**src/rtl/xvc_drain_arb.sv**
```systemverilog
// xvc_drain_arb: read-side drain arbiter for the tagged multi-VC FIFO.
// Round-robins among VCs that have a head flit and downstream credit, pops the
// winner with a one-cycle read pulse and parks its head word in a single
// registered output link (valid/ready). Owns the per-VC downstream credit
// counters and a sticky credit-overflow flag.
module xvc_drain_arb #(
    parameter int VCN     = 8,
    parameter int D       = 11,
    parameter int CREDITS = 4,
    localparam int TW     = $clog2(VCN),
    localparam int CW     = $clog2(CREDITS + 1)
) (
    input  logic               i_clk,
    input  logic               i_sreset,
    input  logic [VCN*D-1:0]   i_fifo_dout,
    input  logic [VCN-1:0]     i_fifo_empty_n,
    output logic [VCN-1:0]     o_fifo_re,
    output logic               o_out_vld,
    output logic [D-1:0]       o_out_data,
    output logic [TW-1:0]      o_out_vc,
    input  logic               i_out_rdy,
    input  logic [VCN-1:0]     i_credit_ret,
    output logic               o_credit_ovf
);

    // Registered state
    logic [VCN-1:0][CW-1:0] r_credit;
    logic [TW-1:0]          r_ptr;
    logic                   r_out_vld;
    logic [D-1:0]           r_out_data;
    logic [TW-1:0]          r_out_vc;
    logic                   r_credit_ovf;

    // Combinational helpers
    logic [VCN-1:0]         w_elig;
    logic [VCN-1:0]         w_grant_oh;
    logic [VCN-1:0]         w_inc;
    logic [VCN-1:0]         w_dec;
    logic [VCN-1:0]         w_ovf_hit;
    logic [VCN-1:0][CW-1:0] w_credit_next;
    logic                   w_slot_free;
    logic                   w_found;
    logic                   w_grant;
    logic [TW-1:0]          w_win;
    logic [TW:0]            w_idx;
    logic [TW-1:0]          w_ptr_next;
    logic [D-1:0]           w_head;

    // The output slot can take a new flit if it is empty or being drained now.
    assign w_slot_free = ~r_out_vld | i_out_rdy;

    // Per-VC eligibility, one-hot grant decode and credit bookkeeping.
    // A same-cycle return and grant cancel out; a lone return at full credit
    // saturates the counter and raises the overflow flag instead.
    generate
        for (genvar gi = 0; gi < VCN; gi++) begin : g_vc
            assign w_elig[gi]        = i_fifo_empty_n[gi] & (r_credit[gi] != '0);
            assign w_grant_oh[gi]    = w_grant & (w_win == TW'(gi));
            assign w_ovf_hit[gi]     = i_credit_ret[gi] & ~w_grant_oh[gi]
                                       & (r_credit[gi] == CW'(CREDITS));
            assign w_inc[gi]         = i_credit_ret[gi] & ~w_grant_oh[gi]
                                       & (r_credit[gi] != CW'(CREDITS));
            assign w_dec[gi]         = w_grant_oh[gi] & ~i_credit_ret[gi];
            assign w_credit_next[gi] = w_inc[gi] ? r_credit[gi] + CW'(1) :
                                       w_dec[gi] ? r_credit[gi] - CW'(1) :
                                                   r_credit[gi];
        end
    endgenerate

    // Rotating priority search starting at the pointer; the index wraps at VCN
    // explicitly so non-power-of-two channel counts rotate correctly.
    always_comb begin
        w_found = 1'b0;
        w_win   = '0;
        w_idx   = '0;
        for (int k = 0; k < VCN; k++) begin
            w_idx = {1'b0, r_ptr} + (TW+1)'(k);
            if (w_idx >= (TW+1)'(VCN)) begin
                w_idx = w_idx - (TW+1)'(VCN);
            end
            if (!w_found && w_elig[w_idx[TW-1:0]]) begin
                w_found = 1'b1;
                w_win   = w_idx[TW-1:0];
            end
        end
    end

    assign w_grant    = w_slot_free & w_found;
    assign w_ptr_next = (w_win == TW'(VCN - 1)) ? '0 : w_win + TW'(1);
    assign w_head     = i_fifo_dout[w_win*D +: D];

    // Read pulse is suppressed while reset is held so the FIFO never pops
    // during or straight out of an asynchronous reset.
    assign o_fifo_re    = w_grant_oh & {VCN{~i_sreset}};
    assign o_out_vld    = r_out_vld;
    assign o_out_data   = r_out_data;
    assign o_out_vc     = r_out_vc;
    assign o_credit_ovf = r_credit_ovf;

    // Credit counters: start full, then track grants and returns.
    always_ff @(posedge i_clk or posedge i_sreset) begin
        if (i_sreset) begin
            r_credit <= {VCN{CW'(CREDITS)}};
        end else begin
            r_credit <= w_credit_next;
        end
    end

    // Sticky overflow flag, cleared only by reset.
    always_ff @(posedge i_clk or posedge i_sreset) begin
        if (i_sreset) begin
            r_credit_ovf <= 1'b0;
        end else if (|w_ovf_hit) begin
            r_credit_ovf <= 1'b1;
        end
    end

    // Round-robin pointer moves just past the winner on every grant.
    always_ff @(posedge i_clk or posedge i_sreset) begin
        if (i_sreset) begin
            r_ptr <= '0;
        end else if (w_grant) begin
            r_ptr <= w_ptr_next;
        end
    end

    // Output link register: load on grant, drop valid when drained with no
    // refill, otherwise hold the flit untouched under backpressure.
    always_ff @(posedge i_clk or posedge i_sreset) begin
        if (i_sreset) begin
            r_out_vld  <= 1'b0;
            r_out_data <= '0;
            r_out_vc   <= '0;
        end else if (w_grant) begin
            r_out_vld  <= 1'b1;
            r_out_data <= w_head;
            r_out_vc   <= w_win;
        end else if (i_out_rdy) begin
            r_out_vld  <= 1'b0;
        end
    end

endmodule

```
**config.mk**
```make
export PLATFORM = sky130hd
export DESIGN_NAME = xvc_drain_arb
export DESIGN_NICKNAME = d
export VERILOG_FILES = /design/src/rtl/xvc_drain_arb.sv
export SDC_FILE = /design/constraint.sdc
export NUM_CORES = 1
export LEC_CHECK = 0
export CAP_MARGIN = 20
export CELL_PAD_IN_SITES_DETAIL_PLACEMENT = 1
export CELL_PAD_IN_SITES_GLOBAL_PLACEMENT = 1
export CORE_ASPECT_RATIO = 0.75
export CORE_MARGIN = 2
export CORE_UTILIZATION = 35
export CTS_BUF_LIST = sky130_fd_sc_hd__clkbuf_8 sky130_fd_sc_hd__clkbuf_16
export DETAILED_ROUTE_END_ITERATION = 8
export PLACE_DENSITY_LB_ADDON = 0.1
export SETUP_SLACK_MARGIN = 0.4
export SLEW_MARGIN = 0
export SYNTH_ARGS = -nofsm -noshare
export SYNTH_HDL_FRONTEND = slang
export SYNTH_SLANG_ARGS = --single-unit
```
**constraint.sdc**
```tcl
create_clock -name i_clk -period 6.7 [get_ports i_clk]
set_clock_uncertainty 0.05 [all_clocks]
set_input_delay 1.005 -clock i_clk [delete_from_list [all_inputs] [get_ports i_clk]]
set_output_delay 1.005 -clock i_clk [all_outputs]
set_load 0.005 [all_outputs]
```
### After elaboration in Yosys (flattened, before gate mapping)

Cells that the tools add are included.

| operators by class | value |
|---|---|
| add/sub/neg operators | 32 |
| multipliers | 1 |
| divide/modulo/power cells | 0 |
| magnitude comparators | 16 |
| eq/ne operators | 23 |
| shift operators | 1 |
| mux-type cells | 59 |
| bitwise gates (word level) | 69 |
| reduce and logical (&&, ||, !) cells | 33 |

Operators by type and width:

| kind | count |
|---|---|
| $mux W3 | 33 |
| $shiftx A88 B8 Y11 | 1 |
| $and A1 B1 Y1 | 49 |
| $sub A3 B1 Y3 const B | 16 |
| $eq A3 B3 Y1 const B | 12 |
| $lt A3 B4 Y1 const B | 8 |
| $ge A4 B4 Y1 const B | 7 |
| $add A3 B1 Y3 const B | 9 |
| $bmux W1 S3 | 8 |
| $ne A3 B3 Y1 const B | 8 |
| $reduce_bool A3 Y1 | 8 |
| $mux W1 | 18 |
| $not A1 Y1 | 18 |
| $reduce_bool A2 Y1 | 9 |
| $add A3 B3 Y4 const B | 4 |
| $add A3 B2 Y4 const B | 2 |
| $and A8 B8 Y8 | 1 |
| $reduce_or A8 Y1 | 1 |
| $logic_and A1 B1 Y1 | 7 |
| $logic_not A1 Y1 | 7 |
| $mul A3 B4 Y7 const B | 1 |
| $eq A3 B2 Y1 const B | 2 |
| $add A3 B1 Y4 const B | 1 |
| $ge A3 B4 Y1 const B | 1 |
| other kinds (3) | 3 |

| storage, ports and cells | value |
|---|---|
| flip-flop bits (word level) | 43 |
| latch bits | 0 |
| memory bits (writable) | 0 |
| bits in read-only memories | 0 |
| input bits | 107 |
| output and inout port bits | 24 |
| logic and storage cells | 247 |
| memories | 0 |

### Depth between registers and ports, before layout

| depth | value |
|---|---|
| word-level depth | 32 |
| mapped depth | 23 |
| mapped depth without buffers | 18 |

### Least setup slack after synthesis

Ideal clock, no wire load.

| timing | value |
|---|---|
| kind | register to output |
| start point | reg r_ptr[1] |
| end point | out o_fifo_re[7] |
| arrival time | 3.869 ns |
| data required time | 5.645 ns |
| setup slack | 1.776 ns |
| cell stages (with the launch flop) | 19 |
| buffers on the path | 6 |
| cells stage by stage | dfrtp_1 buf_2 buf_2 buf_2 inv_1 ha_1 buf_2 o311ai_0 o21a_1 mux4_2 o21ai_0 nand3b_1 a22o_1 buf_2 buf_1 nor2_1 ha_1 o311ai_1 nor2_1 |

| on the way | value |
|---|---|
| word-level cells in the longest chain between the ends | 29 |
| elaborated cells on any way between the ends | 81 |
| those cells by class | add/sub: 15; order compare: 8; eq/ne: 1; mux: 40; bitwise: 3; reduce/logical: 14 |

RTL lines:

| item | line | text |
|---|---|---|
| start: declaration | 28 | `logic [TW-1:0] r_ptr;` |
| start signal: assignment | 123 | `r_ptr <= w_ptr_next;` |
| branches (longest 27 deep; another with $add A3 B1 Y4) | - |  |
| $and A1 B1 Y1 * | 58 | `assign w_grant_oh[gi] = w_grant & (w_win == TW'(gi));` |
| $and A8 B8 Y8 * | 94 | `assign o_fifo_re = w_grant_oh & {VCN{~i_sreset}};` |
| end: declaration | 17 | `output logic [VCN-1:0] o_fifo_re,` |

Every way passes the cells marked *. The select of a mux whose other input is x is not followed.

### Final worst setup path

| timing | value |
|---|---|
| start point | reg r_ptr[0] |
| end point | out o_fifo_re[7] |

Same word-level chain as after synthesis.

==> flow_summary.yaml <==
synth:
  yosysWarnings: 0
  synth_ff_type: "dfrtp_1"
  syn_area_um2: 4170
  yosysSeqAreaShare: 0.261
  synth_edf_count: 0
  synth_nets: 566
  ys_async_sr_fraction: 1.00
  synthesis.instances: 448
  syn_avg_cell_area_um2: 9.30
  netlist-cell-type-count: 65
  synth_seq_cells: 43
finish:
  final_cell_mix: "130 x clkdlybuf4s50_1, 63 x mux2i_1, 35 x dfrtp_1"
  drive_gt1_frac: 0.103
  final_cells: 726
  fillCellCount: 1293
  nNetsFinal: 681
  synthToLayoutAreaGrowth_pct: 39.1
  antenna_cells: 0
  layout_commonest_cell: "clkdlybuf4s50_1"
critical_path:
  critPathMaxFanout: 21
  r2r_slack_ns: 1.25
  r2r-start: "r_ptr[0]"
  end_kind: "output port"
  start_kind: "register"
  crit_arrival_ns: 4.86
  required_ns: 5.64
  r2r_end: "r_credit[17]"
  reg2reg_depth: 15
  critPathKind: "register to output port"
global_route:
  grt_overflow: 0
  grt.met3_usage: 0.0347
  grtUsageTotal: 0.235
  grt_pass1_vias: 4336
  grt_start_max_net_pins: 46
  met2_usage: 0.387
  grt_busiest_layer: "met2"
  grt_pass1_wl_mm: 23.4
  use_met1: 0.332
  antenna_found_initial: 0
sta:
  max_freq_ghz: 0.169
  finalSetupViolCount: 0
  period_needed_ns: 5.92
  rsz0062_at_grt: "no"
  layout_worst_path_cycle_share: 0.883
  finalHoldViolCount: 0
  tightest_slew_ns: 1.01
  final_max_slew_viol_count: 0
  slew_headroom: 0.325
  finalSetupTns_ns: 0
route:
  drtIter0Drc: 259
  routed_wl_mm: 14.8
  drt-pass1-iter-count: 4
  viasPerCell: 5.77
  antenna_left: 0
  wl_per_cell_um: 20.4
  vias: 4192
  drc: 0
outcome:
  status: "completed"
hold_path:
  hold_start: "o_out_vc[2]"
  min_path_cells: 1
  min_path_type: "register to register"
  whs_endpoint: "o_out_vc[2]"
clocking:
  cts_tree: "built"
  cts_hold_buf: 0
  postCtsSetupBuffers: 0
  ctsRootBufferMaster: "clkbuf_16"
  cts_buffers: 5
  clkLatencyLatePin_ns: 0.30
  cts_max_level: 2
  clock_path_buffers: 2
  path_clk_slew_ns: 0.07
  cts.sinks: 43
placed_design:
  gp_congestion: 0.897
  dp_cells: 717
  portBuffers: 130
  dpl.hpwl_mm: 11.5
floorplanning:
  dieHeight_um: 98.5
  std_cell_rows: 34
  core_area_um2: 11600
  start_util: 0.359
  die_x_um: 130
  die_area_um2: 12800
  ioPinCount: 131
run:
  maxCapViolCount: 0
==> Yosys cell counts (3+ instances only) <==
| cell type | number | area (µm²) |
|---|---|---|
| o311ai_1 | 3 | 26.3 |
| a22oi_1 | 14 | 105 |
| fa_1 | 8 | 160 |
| nand2b_1 | 8 | 50.1 |
| dfstp_2 | 8 | 210 |
| o2111ai_1 | 15 | 131 |
| o22ai_1 | 5 | 31.3 |
| or4_1 | 3 | 22.5 |
| nor2_1 | 21 | 78.8 |
| nand4_1 | 4 | 25.0 |
| or3_1 | 7 | 43.8 |
| dfrtp_1 | 35 | 876 |
| mux2i_1 | 63 | 631 |
| buf_2 | 13 | 65.1 |
| nand2_1 | 29 | 109 |
| o311ai_0 | 7 | 61.3 |
| ha_1 | 3 | 37.5 |
| and2_1 | 3 | 18.8 |
| a31oi_1 | 3 | 18.8 |
| o211ai_1 | 11 | 82.6 |
| o21ai_0 | 18 | 90.1 |
| o31ai_2 | 5 | 62.6 |
| inv_1 | 14 | 52.6 |
| nor3_1 | 8 | 40.0 |
| mux4_2 | 5 | 113 |
| buf_1 | 6 | 22.5 |
| mux2_2 | 8 | 90.1 |
| a22o_1 | 3 | 26.3 |
| xnor2_1 | 7 | 61.3 |
| clkbuf_1 | 12 | 45.0 |
| a211oi_1 | 4 | 30.0 |
| o31ai_1 | 8 | 60.1 |
| a21oi_1 | 12 | 60.1 |
| o21a_1 | 10 | 75.1 |
| o221ai_1 | 13 | 114 |
| xor2_1 | 6 | 52.6 |
| nand3b_1 | 6 | 45.0 |
| nand3_1 | 6 | 30.0 |
==> state kept, by name (all words and copies together), names as in the netlist <==
name          flops
r_ptr             3
r_credit         24
o_credit_ovf      1
o_out_data       11
o_out_vld         1
o_out_vc          3
==> logic make-up (layout without fill, tap and decap cells) <==
| family | after synthesis | after routing | share of synthesized area |
|---|---|---|---|
| fa+ha+maj | 11 | 11 | 0.0475 |
| simple gates | 109 | 109 | 0.138 |
| compound gates | 146 | 146 | 0.266 |
| xor+xnor | 14 | 14 | 0.0312 |
| mux | 78 | 78 | 0.207 |
| buf+inv | 47 | 163 | 0.0490 |
| flops | 43 | 43 | 0.261 |
==> worst max path at each step <==
stage          startpoint            to  slack, ns
2_1_floorplan    r_ptr[1]  o_fifo_re[7]       1.78
4_1_cts          r_ptr[0]  o_fifo_re[7]       0.54
3_5_place_dp     r_ptr[0]  r_credit[17]       0.75
6_report         r_ptr[0]  o_fifo_re[7]       0.78
5_1_grt          r_ptr[0]  o_fifo_re[7]       0.46
3_3_place_gp     r_ptr[0]  o_fifo_re[7]       0.90
==> per-layer routing <==
layer,vias to the layer above,share of wire
met5,-,0
met4,0,0.011
met3,14,0.045
met2,97,0.48
met1,2095,0.46
li1,1986,-
==> repair_timing <==
| item | 4_1_cts | 5_1_grt |
|---|---|---|
| setup endpoints to repair | 0 | 8 |
| gates resized for setup | 0 | 1 |
| hold endpoints to repair | 0 | 0 |
==> cell type report <==
type / count / area [µm²] / area share
Timing Repair Buffer: 141 / 1390 / 0.239
Clock buffer: 6 / 139 / 0.0240
Multi-Input combinational cell: 358 / 2890 / 0.498
Clock inverter: 2 / 38.8 / 0.00669
Sequential cell: 43 / 1090 / 0.187
Inverter: 14 / 52.6 / 0.00907
Tap cell: 162 / 203 / 0.0350
==> critical path, stage by stage (launching register included) <==
cell             delay [ns]
dfrtp_1                0.41
inv_1                  0.22
ha_2                   0.67
o311ai_0               0.37
o2111ai_1              0.21
nand4_1                0.34
o21a_1                 0.29
o31ai_1                0.28
a221o_1                0.17
nand2_1                0.06
buf_4                  0.20
nor2_1                 0.12
ha_1                   0.23
o311ai_1               0.16
buf_4                  0.20
nor2_1                 0.09
clkdlybuf4s50_1        0.52
==> through the flow <==
stage               cell area, µm²  setup WS, ns   util  hold WS, ns
floorplan                     4170          1.78      -        0.423
global placement              5600         0.904  0.482        0.417
detailed placement            5600         0.750  0.482        0.419
CTS                           5780         0.543  0.498        0.438
global route                  5790         0.462  0.499        0.463
finish                        5790         0.782  0.499        0.436
Power is not shown: default switching activity piles up to over one toggle a cycle in this logic, so the estimate is an artifact.
==> RTL change (same settings) <==
Set the parameter `CREDITS` to 8 (it was 4).
--- a/src/rtl/xvc_drain_arb.sv
+++ b/src/rtl/xvc_drain_arb.sv
@@ -8,3 +8,3 @@
     parameter int D       = 11,
-    parameter int CREDITS = 4,
+    parameter int CREDITS = 8,
     localparam int TW     = $clog2(VCN),
Check against the original RTL: not equivalent (Yosys sat finds a counterexample within 10 cycles, from zero or initial values and one cycle with i_sreset high).
==> RTL change against the unedited design <==
Sequential cell count grew 8. First-iteration DRC count is 52% higher. Critical endpoint unchanged. Area after synthesis up 26%. Largest cell class unchanged. Wire length rose by 27%. Cell area increased by 21%. Setup slack got worse by 0.18 ns. Core utilization decreased by 1.9 points. Synthesized cell count up 20%.
Power is not shown: default switching activity piles up to over one toggle a cycle in this logic, so the estimate is an artifact.
==> RTL change: results (changes against the unedited design) <==
{| class="wikitable"
! Metric !! Value
|-
| Outcome || completed (unchanged)
|-
| Dominant cells by area after synthesis || sky130_fd_sc_hd__dfrtp_1 (20%), sky130_fd_sc_hd__mux4_2 (6.4%), sky130_fd_sc_hd__mux2_2 (5.8%) (was sky130_fd_sc_hd__dfrtp_1 (21%), sky130_fd_sc_hd__mux2i_1 (15%), sky130_fd_sc_hd__dfstp_2 (5.0%))
|-
| Count of cell types in the netlist || 92 (was 65)
|-
| Max FFs per register || 32 (was 24)
|-
| Routed length per placed instance || 21.4 um (was 20.4 um)
|-
| Met2 wire length || 8830 um (was 7160 um)
|-
| Share of cells above drive strength 1 || 18.2% (was 10.3%)
|-
| # nets final || 811 (was 681)
|-
| DR iter-0 viols || 393 (was 259)
|-
| Estimated wirelength of the detail-placed design || 15,100 um (was 11,500 um)
|-
| Largest net degree at the start of global routing || 44 (was 46)
|-
| Most frequent cells after synthesis || sky130_fd_sc_hd__dfrtp_1 (43), sky130_fd_sc_hd__nand2_1 (43), sky130_fd_sc_hd__nor2_1 (30) (was sky130_fd_sc_hd__mux2i_1 (63), sky130_fd_sc_hd__dfrtp_1 (35), sky130_fd_sc_hd__nand2_1 (29))
|-
| Overall routing resource usage || 23.5% (about the same)
|-
| Number of detailed-routing iterations run before antenna repair || 5 (was 4)
|-
| Fraction of met2 tracks used by global routing || 38.3% (was 38.7%)
|-
| Mapped Cells || 538 (was 448)
|-
| Highest cell delay on the worst timing path || 0.51 ns (was 0.67 ns)
|-
| Amount of wire on met3 after detailed routing || 997 um (was 670 um)
|-
| Met3 GRT Util || 3.95% (was 3.47%)
|-
| Routed metal-1 wire length || 8720 um (was 6840 um)
|-
| Slowest-stage cell, CP || sky130_fd_sc_hd__clkdlybuf4s50_1 (was sky130_fd_sc_hd__ha_2)
|-
| Worst relative slew slack || 32.6% (was 32.5%)
|-
| Global-route wire length before repair || 29,400 um (was 23,400 um)
|-
| Cell count after placement || 867 (was 717)
|-
| Critical Path Fanout Max || 7 (was 21)
|-
| Post-synthesis sequential area ratio || 24.5% (was 26.1%)
|-
| Nets in the synthesized netlist || 673 (was 566)
|-
| Final Wtd Congestion || 0.911 (was 0.897)
|-
| Via count of the first global-routing pass || 5,342 (was 4,336)
|}
## RTL change: cell count changes after synthesis, sizes merged, moves of 11 or more
cell,before,now
mux2i,63,25
mux2,10,32
ha,3,20
nand2,29,44
o2111ai,15,0
o21ai,19,32
a21o,2,13
## RTL change: layout make-up
class,count,area (um2)
multi-input cells,449,3790
flip-flops and latches,51,1290
clock buffers,5,125
clock inverters,3,33.8
well taps,200,250
inverters,18,67.6
fillers,1653,7580
repair buffers,151,1460
## RTL change: worst paths after layout
check,start,end,depth (start not counted)
setup / recovery,i_fifo_empty_n[0],o_fifo_re[7],14
hold / removal,o_out_vc[1],o_out_vc[1],2
setup reg to reg,r_credit[4],r_credit[19],16
hold reg to reg,o_out_vc[1],o_out_vc[1],2
max in group asynchronous,i_sreset,o_out_data[0],3
min in group asynchronous,i_sreset,r_credit[28],2
## RTL change: cells by family after synthesis
family,count (synthesis),synth area share (%)
buffers and inverters,38,3.54
and+or+nand+nor,161,16.8
muxes,72,18.2
AOI/OAI and AO/OA,167,25.6
adders and majority gates,28,7.80
xor gates and xnor gates,21,3.50
DFF,51,24.5
## RTL change: stage by stage
stage | hold WS (ns) | setup WS [ns] | util [%]
final | 0.456 | 0.605 | 48.0
after global placement | 0.416 | 0.613 | 46.8
after CTS | 0.460 | 0.429 | 47.9
after floorplan | 0.423 | 1.49 | -
after detailed placement | 0.437 | 0.442 | 46.8
after global routing | 0.482 | 0.403 | 48.0
## RTL change: critical path: cells and delay by family
family	cells	cell delay [ns]
adders and majority gates	1	0.26
muxes	1	0.42
and+or+nand+nor	4	0.70
buffers and inverters	3	1.19
AOI/OAI and AO/OA	5	1.47
## RTL change: repair_timing
| item | CTS | global route |
|---|---|---|
| resized for setup | 0 | 2 |
| setup endpoints to repair | 0 | 3 |
| buffers inserted | 0 | 2 |
